<file path="src/rtl/mc_pkg.sv">
// mc_pkg: shared encodings for the multicycle controller (states, opcodes, funct codes, mux selects)
package mc_pkg;
  typedef enum logic [3:0] {
    S_FETCH   = 4'd0,
    S_DECODE  = 4'd1,
    S_MEMADR  = 4'd2,
    S_MEMRD   = 4'd3,
    S_MEMWB   = 4'd4,
    S_MEMWR   = 4'd5,
    S_EXECUTE = 4'd6,
    S_ALUWB   = 4'd7,
    S_BRANCH  = 4'd8,
    S_ADDIEX  = 4'd9,
    S_ADDIWB  = 4'd10,
    S_JUMP    = 4'd11
  } state_t;
  localparam logic [5:0] OP_RTYPE = 6'b000000;
  localparam logic [5:0] OP_LW    = 6'b100011;
  localparam logic [5:0] OP_SW    = 6'b101011;
  localparam logic [5:0] OP_BEQ   = 6'b000100;
  localparam logic [5:0] OP_ADDI  = 6'b001000;
  localparam logic [5:0] OP_J     = 6'b000010;
  localparam logic [5:0] F_ADD = 6'b100000;
  localparam logic [5:0] F_SUB = 6'b100010;
  localparam logic [5:0] F_AND = 6'b100100;
  localparam logic [5:0] F_OR  = 6'b100101;
  localparam logic [5:0] F_SLT = 6'b101010;
  localparam logic [2:0] ALU_ADD = 3'b010;
  localparam logic [2:0] ALU_SUB = 3'b110;
  localparam logic [2:0] ALU_AND = 3'b000;
  localparam logic [2:0] ALU_OR  = 3'b001;
  localparam logic [2:0] ALU_SLT = 3'b111;
  localparam logic [1:0] ALUOP_ADD   = 2'b00;
  localparam logic [1:0] ALUOP_SUB   = 2'b01;
  localparam logic [1:0] ALUOP_FUNCT = 2'b10;
  localparam logic [1:0] SRCB_B     = 2'b00;
  localparam logic [1:0] SRCB_4     = 2'b01;
  localparam logic [1:0] SRCB_IMM   = 2'b10;
  localparam logic [1:0] SRCB_SHIMM = 2'b11;
  localparam logic [1:0] PC_ALU    = 2'b00;
  localparam logic [1:0] PC_ALUOUT = 2'b01;
  localparam logic [1:0] PC_JUMP   = 2'b10;
endpackage

</file>
<file path="src/rtl/alu_decoder.sv">
// alu_decoder: maps aluOp and the R-type funct field to an ALU control code
module alu_decoder
  import mc_pkg::*;
(
  input  logic [1:0] alu_op_i,
  input  logic [5:0] funct_i,
  output logic [2:0] alu_control_o,
  output logic       funct_bad_o
);
  logic [2:0] f_ctl;
  // funct lookup; unsupported codes fall back to add and raise the flag
  always_comb begin
    f_ctl = ALU_ADD;
    funct_bad_o = 1'b0;
    case (funct_i)
      F_ADD:   f_ctl = ALU_ADD;
      F_SUB:   f_ctl = ALU_SUB;
      F_AND:   f_ctl = ALU_AND;
      F_OR:    f_ctl = ALU_OR;
      F_SLT:   f_ctl = ALU_SLT;
      default: funct_bad_o = 1'b1;
    endcase
  end
  assign alu_control_o = (alu_op_i == ALUOP_FUNCT) ? f_ctl :
                         (alu_op_i == ALUOP_SUB)   ? ALU_SUB : ALU_ADD;
endmodule

</file>
<file path="src/rtl/multicycle_controller.sv">
// multicycle_controller: control FSM sequencing PC, IR, register file, ALU and memory
module multicycle_controller
  import mc_pkg::*;
(
  input  logic       clk,
  input  logic       rst,
  input  logic [5:0] op,
  input  logic [5:0] funct,
  input  logic       zero,
  input  logic       memReady,
  output logic       pcEn,
  output logic [1:0] pcSrc,
  output logic       iOrD,
  output logic       memWrite,
  output logic       irWrite,
  output logic       regDst,
  output logic       memToReg,
  output logic       regWrite,
  output logic       aluSrcA,
  output logic [1:0] aluSrcB,
  output logic [2:0] aluControl,
  output logic       illegalOp,
  output logic [3:0] state
);
  state_t     state_q, state_d;
  logic [1:0] alu_op;
  logic       funct_bad, op_bad;
  alu_decoder u_alu_decoder (
    .alu_op_i      (alu_op),
    .funct_i       (funct),
    .alu_control_o (aluControl),
    .funct_bad_o   (funct_bad)
  );
  assign op_bad = !(op inside {OP_RTYPE, OP_LW, OP_SW, OP_BEQ, OP_ADDI, OP_J});
  assign state  = state_q;
  // state register; reset abandons any instruction in flight
  always_ff @(posedge clk or negedge rst) begin
    if (!rst) state_q <= S_FETCH;
    else      state_q <= state_d;
  end
  // next state; memory states stall until memReady
  always_comb begin
    state_d = S_FETCH;
    case (state_q)
      S_FETCH:   state_d = memReady ? S_DECODE : S_FETCH;
      S_DECODE:  case (op)
                   OP_LW, OP_SW: state_d = S_MEMADR;
                   OP_RTYPE:     state_d = S_EXECUTE;
                   OP_BEQ:       state_d = S_BRANCH;
                   OP_ADDI:      state_d = S_ADDIEX;
                   OP_J:         state_d = S_JUMP;
                   default:      state_d = S_FETCH;
                 endcase
      S_MEMADR:  state_d = (op == OP_SW) ? S_MEMWR : S_MEMRD;
      S_MEMRD:   state_d = memReady ? S_MEMWB : S_MEMRD;
      S_MEMWR:   state_d = memReady ? S_FETCH : S_MEMWR;
      S_EXECUTE: state_d = S_ALUWB;
      S_ADDIEX:  state_d = S_ADDIWB;
      default:   state_d = S_FETCH;
    endcase
  end
  // output decode; write strobes are gated by reset so they drop the moment it asserts
  always_comb begin
    pcEn      = 1'b0;
    pcSrc     = PC_ALU;
    iOrD      = 1'b0;
    memWrite  = 1'b0;
    irWrite   = 1'b0;
    regDst    = 1'b0;
    memToReg  = 1'b0;
    regWrite  = 1'b0;
    aluSrcA   = 1'b0;
    aluSrcB   = SRCB_B;
    alu_op    = ALUOP_ADD;
    illegalOp = 1'b0;
    case (state_q)
      S_FETCH:   begin aluSrcB = SRCB_4; irWrite = memReady; pcEn = memReady; end
      S_DECODE:  begin aluSrcB = SRCB_SHIMM; illegalOp = op_bad; end
      S_MEMADR:  begin aluSrcA = 1'b1; aluSrcB = SRCB_IMM; end
      S_MEMRD:   iOrD = 1'b1;
      S_MEMWB:   begin memToReg = 1'b1; regWrite = 1'b1; end
      S_MEMWR:   begin iOrD = 1'b1; memWrite = 1'b1; end
      S_EXECUTE: begin aluSrcA = 1'b1; alu_op = ALUOP_FUNCT; illegalOp = funct_bad; end
      S_ALUWB:   begin regDst = 1'b1; regWrite = !funct_bad; end
      S_BRANCH:  begin aluSrcA = 1'b1; alu_op = ALUOP_SUB; pcSrc = PC_ALUOUT; pcEn = zero; end
      S_ADDIEX:  begin aluSrcA = 1'b1; aluSrcB = SRCB_IMM; end
      S_ADDIWB:  regWrite = 1'b1;
      S_JUMP:    begin pcSrc = PC_JUMP; pcEn = 1'b1; end
      default:   ;
    endcase
    {pcEn, irWrite, regWrite, memWrite} = {pcEn, irWrite, regWrite, memWrite} & {4{rst}};
  end
endmodule
</file>
<file path="config.mk">
export PLATFORM = sky130hd
export DESIGN_NAME = multicycle_controller
export DESIGN_NICKNAME = d
export VERILOG_FILES = /design/src/rtl/mc_pkg.sv /design/src/rtl/alu_decoder.sv /design/src/rtl/multicycle_controller.sv
export SDC_FILE = /design/constraint.sdc
export NUM_CORES = 1
export LEC_CHECK = 0
export ABC_AREA = 1
export BUFFER_PORTS_ARGS = -buffer_cell sky130_fd_sc_hd__clkbuf_2
export CELL_PAD_IN_SITES_DETAIL_PLACEMENT = 1
export CELL_PAD_IN_SITES_GLOBAL_PLACEMENT = 1
export CORE_UTILIZATION = 29
export DETAILED_ROUTE_END_ITERATION = 10
export PLACE_DENSITY_LB_ADDON = 0.1
export SKIP_CTS_REPAIR_TIMING = 1
export SLEW_MARGIN = 20
export SYNTH_ARGS = -nofsm -noshare
export SYNTH_HDL_FRONTEND = slang
export SYNTH_SLANG_ARGS = --single-unit
export TNS_END_PERCENT = 20
</file>
<file path="constraint.sdc">
create_clock -name clk -period 3.7 [get_ports clk]
set_input_delay 0.555 -clock clk [delete_from_list [all_inputs] [get_ports clk]]
set_output_delay 0.555 -clock clk [all_outputs]
set_load 0.02 [all_outputs]
</file>
==> summary.md, run 1 <==
| Metric | Value |
|---|---|
| Post-DP HPWL | `1680 µm` |
| PwrDens | `522 nW/µm²` |
| Initial detailed-routing violation count | `13` |
| Final Hold Vio Count | `0` |
| Worst VDD drop | `0.213 mV` |
| IO buf count | `35` |
| Worst hold slack | `0.135 ns` |
| Synth area leaders | `dfrtp_1, nor2_1, nand2_1` |
| Starting density of the core | `0.321` |
| Initial antenna violation count | `0` |
| Critical Path RT | `3.14 ns` |
| Wirelength per Cell | `10.1 µm` |
| Global placement routability congestion | `0.777` |
| Crit-path max FO | `9` |
| GR Util All Layers | `0.162` |
| Seq/Total Area, Yosys | `0.153` |
| Setup slack after layout | `1.53 ns` |
| Number of CTS-inserted buffers | `3` |
| Run status | `complete, no violations` |
| Delay-heaviest family, CP | `flip-flops` |
| Post-route DRC violation count | `0` |
| Placed cell areas | `853 µm²` |
| Via density | `4.60` |
| Crit path max-delay cell type | `dfrtp_1` |
| H-tree depth | `1` |
| RSZ-0062 raised after global routing | `false` |
| Mapped cell area | `656 µm²` |
| Total power | `0.457 mW` |
| Fillers | `313` |
| Sum Neg Setup Slack | `0 ns` |
| Core area | `2040 µm²` |
| WS Path Type | `reg2out` |
| Worst-Margin Slew | `0.435 ns` |
| Routed via count | `856` |
| Clock Tree Buf Depth | `2` |
| IO Count | `36` |
| Root Buffer | `clkbuf_4` |
| Leak pwr | `0.535 nW` |
| Worst hold path class | `in2async` |
| Fraction of layout cells with a size suffix above 1 | `0.371` |
| Top-area cell type share of the netlist area | `0.153` |
| Clk_skew | `0.00263 ns` |
| CP Buf/Inv Count | `2` |
| Max Cap Viol | `0` |
| Die ar. | `2450 µm²` |
| Synth-to-layout area growth | `33.6%` |
| CTS tree | `built` |
| Worst-path cell chain | `nand2_1 -> nor2_2 -> inv_2 -> o21ai_0 -> clkbuf_2` |
| #FFs+latches synth | `4` |
| Highest Clock Rate | `0.461 GHz` |
| TritonRoute pass-1 iters | `4` |
| Post-layout min period | `2.17 ns` |
| Max incr delay on CP | `0.53 ns` |
| Clock sink total | `4` |
| Slew Limit Headroom | `0.707` |
| Average cell area after synthesis | `5.37 µm²` |
| ANT cells | `0` |
| Area of the multi-input gates | `432 µm²` |
| Arrival @ worst endpoint | `1.61 ns` |
| Vias in the first global route | `790` |
| Endpoint class of the critical path | `output port` |
| Critical path launch point type | `register` |
| GRT Residual Overflow | `0` |
| Ys Warns | `0` |
| Endpoints failing setup | `0` |
| Fin area | `876 µm²` |
| WL final | `1880 µm` |
| Clock latency on the worst-skew pair | `0.23 ns` |
| Post-placement setup slack | `1.62 ns` |
| # rows | `16` |
| Clk pin slew, worst setup/hold paths | `0.04 ns` |
| Die width | `49.5 µm` |
| Max Slew Vio Count | `0` |
| Mapped Cells | `122` |
| Top cell type by total area after synthesis | `dfrtp_1` |
| First-pass GRT wire length | `3140 µm` |
| DIE HEIGHT | `49.5 µm` |
| Largest net degree at the start of global routing | `10` |
| Final #Nets | `177` |
| Register area | `100 µm²` |
| Largest register FFs | `4` |
| Yosys cell types | `22` |
| Net Count, Synth | `138` |
| Final period utilization | `0.586` |
| Antenna-violating nets left | `0` |
Yosys cell counts (all sizes together):
cell	count
nor2	31
o31ai	1
nand3	12
o21ai	9
a31oi	1
nor4	1
dfrtp	4
a21oi	2
nand4	3
nand2	23
buf	1
o211ai	1
nand3b	1
nor3	2
inv	30
through the flow:
stage | utilization | cells
floorplan | - | 122
global placement | 0.418 | 183
detailed placement | 0.418 | 183
CTS | 0.429 | 186
global route | 0.429 | 186
finish | 0.429 | 186
kinds of logic (layout without fill, tap and decap cells):
logic type | Yosys count | after routing | share of synthesized area
compound gates | 14 | 14 | 0.128
flops | 4 | 4 | 0.153
buf+inv | 31 | 68 | 0.189
simple gates | 73 | 73 | 0.531
power breakdown:
part,internal (mW),switching [mW]
Sequential,0.0575,0.0299
Clock,0.0363,0.0178
Combinational,0.0999,0.216
Total,0.194,0.263
layout by cell type (no fill, tap or decap):
cell       n
nand4_1    3
nor2_2     5
inv_2      9
inv_1     21
a31oi_1    1
o211ai_1   1
nand3b_1   1
nand3_1   12
a21oi_1    2
nor3_2     1
clkbuf_4   3
nand2_1   22
o31ai_1    1
nor2_1    23
nor2_4     3
clkbuf_2  35
o21ai_2    2
nor4_1     1
o21ai_0    4
nand2_2    1
dfrtp_1    4
o21ai_1    3
nor3_1     1
layout make-up:
type | instances | share of cell area
well taps | 27 | 0.0386
flip-flops and latches | 4 | 0.114
inverters | 30 | 0.129
repair buffers | 35 | 0.200
clock buffers | 3 | 0.0257
multi-input cells | 87 | 0.493
path summary, 6_finish.rpt:
path / start / to / slack [ns] / cells past startpoint
max: state[1]$_DFF_PN0_ / aluControl[2] / 1.53 / 5
min: rst / state[0]$_DFF_PN0_ / 0.14 / 1
max reg2reg: state[1]$_DFF_PN0_ / state[1]$_DFF_PN0_ / 2.38 / 8
min reg2reg: state[0]$_DFF_PN0_ / state[1]$_DFF_PN0_ / 0.75 / 4
max in group asynchronous: rst / state[1]$_DFF_PN0_ / 3.42 / 1
min in group clk: op[1] / state[2]$_DFF_PN0_ / 0.73 / 4
routing by layer:
layer / global-route usage / part of all wire / wire length [µm] / up-vias
li1: - / - / - / 456
met1: 0.189 / 0.46 / 857 / 378
met2: 0.286 / 0.49 / 927 / 20
met3: 0.0247 / 0.041 / 77 / 2
met4: 0.0714 / 0.0075 / 14 / 0
met5: 0 / 0 / 0 / -
Note: power is estimated with default switching activity, not from simulation.
==> inputs of run 2 (changes only) <==
--- a/config.mk
+++ b/config.mk
@@ -9,7 +9,8 @@
 export BUFFER_PORTS_ARGS = -buffer_cell sky130_fd_sc_hd__clkbuf_2
 export CELL_PAD_IN_SITES_DETAIL_PLACEMENT = 1
 export CELL_PAD_IN_SITES_GLOBAL_PLACEMENT = 1
-export CORE_UTILIZATION = 29
+export CORE_ASPECT_RATIO = 1.75
+export CORE_UTILIZATION = 24
 export DETAILED_ROUTE_END_ITERATION = 10
 export PLACE_DENSITY_LB_ADDON = 0.1
 export SKIP_CTS_REPAIR_TIMING = 1
==> constraint.sdc (replaced) <==
create_clock -name clk -period 1.8 [get_ports clk]
set_input_delay 0.27 -clock clk [delete_from_list [all_inputs] [get_ports clk]]
set_output_delay 0.27 -clock clk [all_outputs]
set_load 0.02 [all_outputs]
==> summary.md, run 2 (synthesis gave the netlist of run 1 again) <==
| Metric | Value |
|---|---|
| Run status | `complete, no violations` |
| Starting density of the core | `0.257` |
| Cell-internal power | `0.490 mW` |
| CTS tree | `built` |
| Post-DP HPWL | `1930 µm` |
| First-pass GRT wire length | `3550 µm` |
| Clk network pwr share | `0.173` |
| Crit-path max FO | `6` |
| PwrDens | `1130 nW/µm²` |
| Worst-path cell chain | `nor2_4 -> inv_2 -> nor3_4 -> inv_1 -> o21ai_2 -> o21ai_1 -> inv_1 -> clkbuf_2` |
| WL final | `2160 µm` |
| Highest Clock Rate | `0.575 GHz` |
| Clock Tree Buf Depth | `2` |
| Die width | `41.5 µm` |
| Initial detailed-routing violation count | `4` |
| Leak pwr | `0.550 nW` |
| Root Buffer | `clkbuf_8` |
| Core area | `2550 µm²` |
| Worst hold slack | `0.413 ns` |
| ANT cells | `0` |
| Endpoints failing setup | `0` |
| # rows | `24` |
| Global placement routability congestion | `0.824` |
| Max Slew Vio Count | `0` |
| TritonRoute pass-1 iters | `3` |
| Clock sink total | `4` |
| Via density | `4.74` |
| Worst hold path class | `in2async` |
| Fillers | `395` |
| Critical Path RT | `1.53 ns` |
| Comb pwr share | `0.644` |
| Cells on worst reg2reg path | `10` |
| Critical register-to-register path startpoint | `state[0]$_DFF_PN0_` |
| RSZ-0062 raised after global routing | `true` |
| Max Cap Viol | `0` |
| Crit path max-delay cell type | `dfrtp_2` |
| Most frequent cells in the layout | `clkbuf_2, inv_1, nor2_1, nand2_1, nand3_1` |
| Switching share of power | `0.544` |
| Die ar. | `2950 µm²` |
| IO buf count | `35` |
| Clk pin slew, worst setup/hold paths | `0.03 ns` |
| Largest net degree at the start of global routing | `10` |
| Post-route DRC violation count | `0` |
| Number of CTS-inserted buffers | `3` |
| CP Buf/Inv Count | `4` |
| Final #Nets | `179` |
| Setup slack after layout | `0.0621 ns` |
| Post-layout min period | `1.74 ns` |
| Slew Limit Headroom | `0.701` |
| Vias in the first global route | `917` |
| Fraction of layout cells with a size suffix above 1 | `0.435` |
| IO Count | `36` |
| Routed via count | `887` |
| Clock latency on the worst-skew pair | `0.21 ns` |
| Clk_skew | `0.000115 ns` |
| Antenna-violating nets left | `0` |
| Worst path most repeated cell | `inv_1` |
| Sequential power share | `0.183` |
| DIE HEIGHT | `71.1 µm` |
| Final Hold Vio Count | `0` |
| Post-placement setup slack | `0.184 ns` |
| Worst VDD drop | `0.606 mV` |
| H-tree depth | `1` |
| Wirelength per Cell | `11.5 µm` |
| Final period utilization | `0.966` |
| Critical path launch point type | `register` |
| Largest register FFs | `4` |
| Delay-heaviest family, CP | `flip-flops` |
| GRT Residual Overflow | `0` |
| Psw | `0.584 mW` |
| Most common cell after layout, fill and taps aside | `clkbuf_2` |
| Reg2reg setup slack | `0.56 ns` |
| R2r endpoint | `state[1]$_DFF_PN0_` |
| Worst-Margin Slew | `0.445 ns` |
| Endpoint class of the critical path | `output port` |
| Arrival @ worst endpoint | `1.47 ns` |
| Worst path depth | `8` |
| Max incr delay on CP | `0.45 ns` |
| WS Path Type | `reg2out` |
| Initial antenna violation count | `0` |
| GR Util All Layers | `0.151` |
| Synth-to-layout area growth | `44.7%` |
==> run 2: cell count changes in the layout (fill, tap and decap cells not counted), sizes merged <==
cell,previous run,this run
buf,0,3
clkbuf,38,36
dlygate4sd3,0,1
==> run 2: area by class of cell <==
cell class              instances  area [µm²]  share of cell area
multi-input cells              87         464               0.489
flip-flops and latches          4         105               0.111
repair buffers                 37         193               0.203
well taps                      26        32.5              0.0343
inverters                      30         113               0.119
clock buffers                   3        41.3              0.0435
==> run 2: power groups by stage <==
| stage | Clock [mW] | Combinational, mW | Sequential (mW) |
|---|---|---|---|
| after floorplan | 0 | 0.471 | 0.184 |
| after global placement | 0 | 0.662 | 0.179 |
| after detailed placement | 0 | 0.664 | 0.183 |
| after CTS | 0.191 | 0.665 | 0.182 |
| after global routing | 0.200 | 0.764 | 0.202 |
| final | 0.186 | 0.691 | 0.196 |
==> run 2: worst reg2reg max path, cell delays in order (launching register included) <==
cell and delay (ns):
dfrtp_2 0.44, inv_2 0.11, nor2_4 0.05, inv_2 0.10, nor2_4 0.05, inv_2 0.07
nand2_2 0.05, inv_2 0.05, o21ai_2 0.05, nor2_1 0.09, nand2_1 0.06
==> run 2: worst max-delay path by stage <==
| stage | from | end | slack [ns] |
|---|---|---|---|
| 2_1_floorplan | state[1]$_DFF_PN0_ | regWrite | 0.04 |
| 3_3_place_gp | state[1]$_DFF_PN0_ | aluControl[2] | 0.21 |
| 3_5_place_dp | state[1]$_DFF_PN0_ | aluControl[2] | 0.18 |
| 4_1_cts | state[1]$_DFF_PN0_ | aluControl[2] | -0.05 |
| 5_1_grt | state[2]$_DFF_PN0_ | pcEn | -0.05 |
| 6_report | state[2]$_DFF_PN0_ | pcEn | 0.06 |
==> run 2: stage by stage <==
stage / total power, mW / area (µm²) / cells / TNS (ns) / util
2_1_floorplan: 0.655 / 659 / 122 / 0 / -
3_3_place_gp: 0.840 / 856 / 182 / 0 / 0.335
3_5_place_dp: 0.847 / 856 / 182 / 0 / 0.335
4_1_cts: 1.04 / 897 / 185 / -0.0880 / 0.351
5_1_grt: 1.17 / 948 / 187 / -0.0675 / 0.372
6_report: 1.07 / 948 / 187 / 0 / 0.372
==> run 2: routing by layer <==
| layer | share of wire | up-vias | track usage |
|---|---|---|---|
| li1 | - | 457 | - |
| met1 | 0.34 | 406 | 0.134 |
| met2 | 0.61 | 22 | 0.321 |
| met3 | 0.041 | 2 | 0.0128 |
| met4 | 0.0093 | 0 | 0.0645 |
| met5 | 0 | - | 0 |
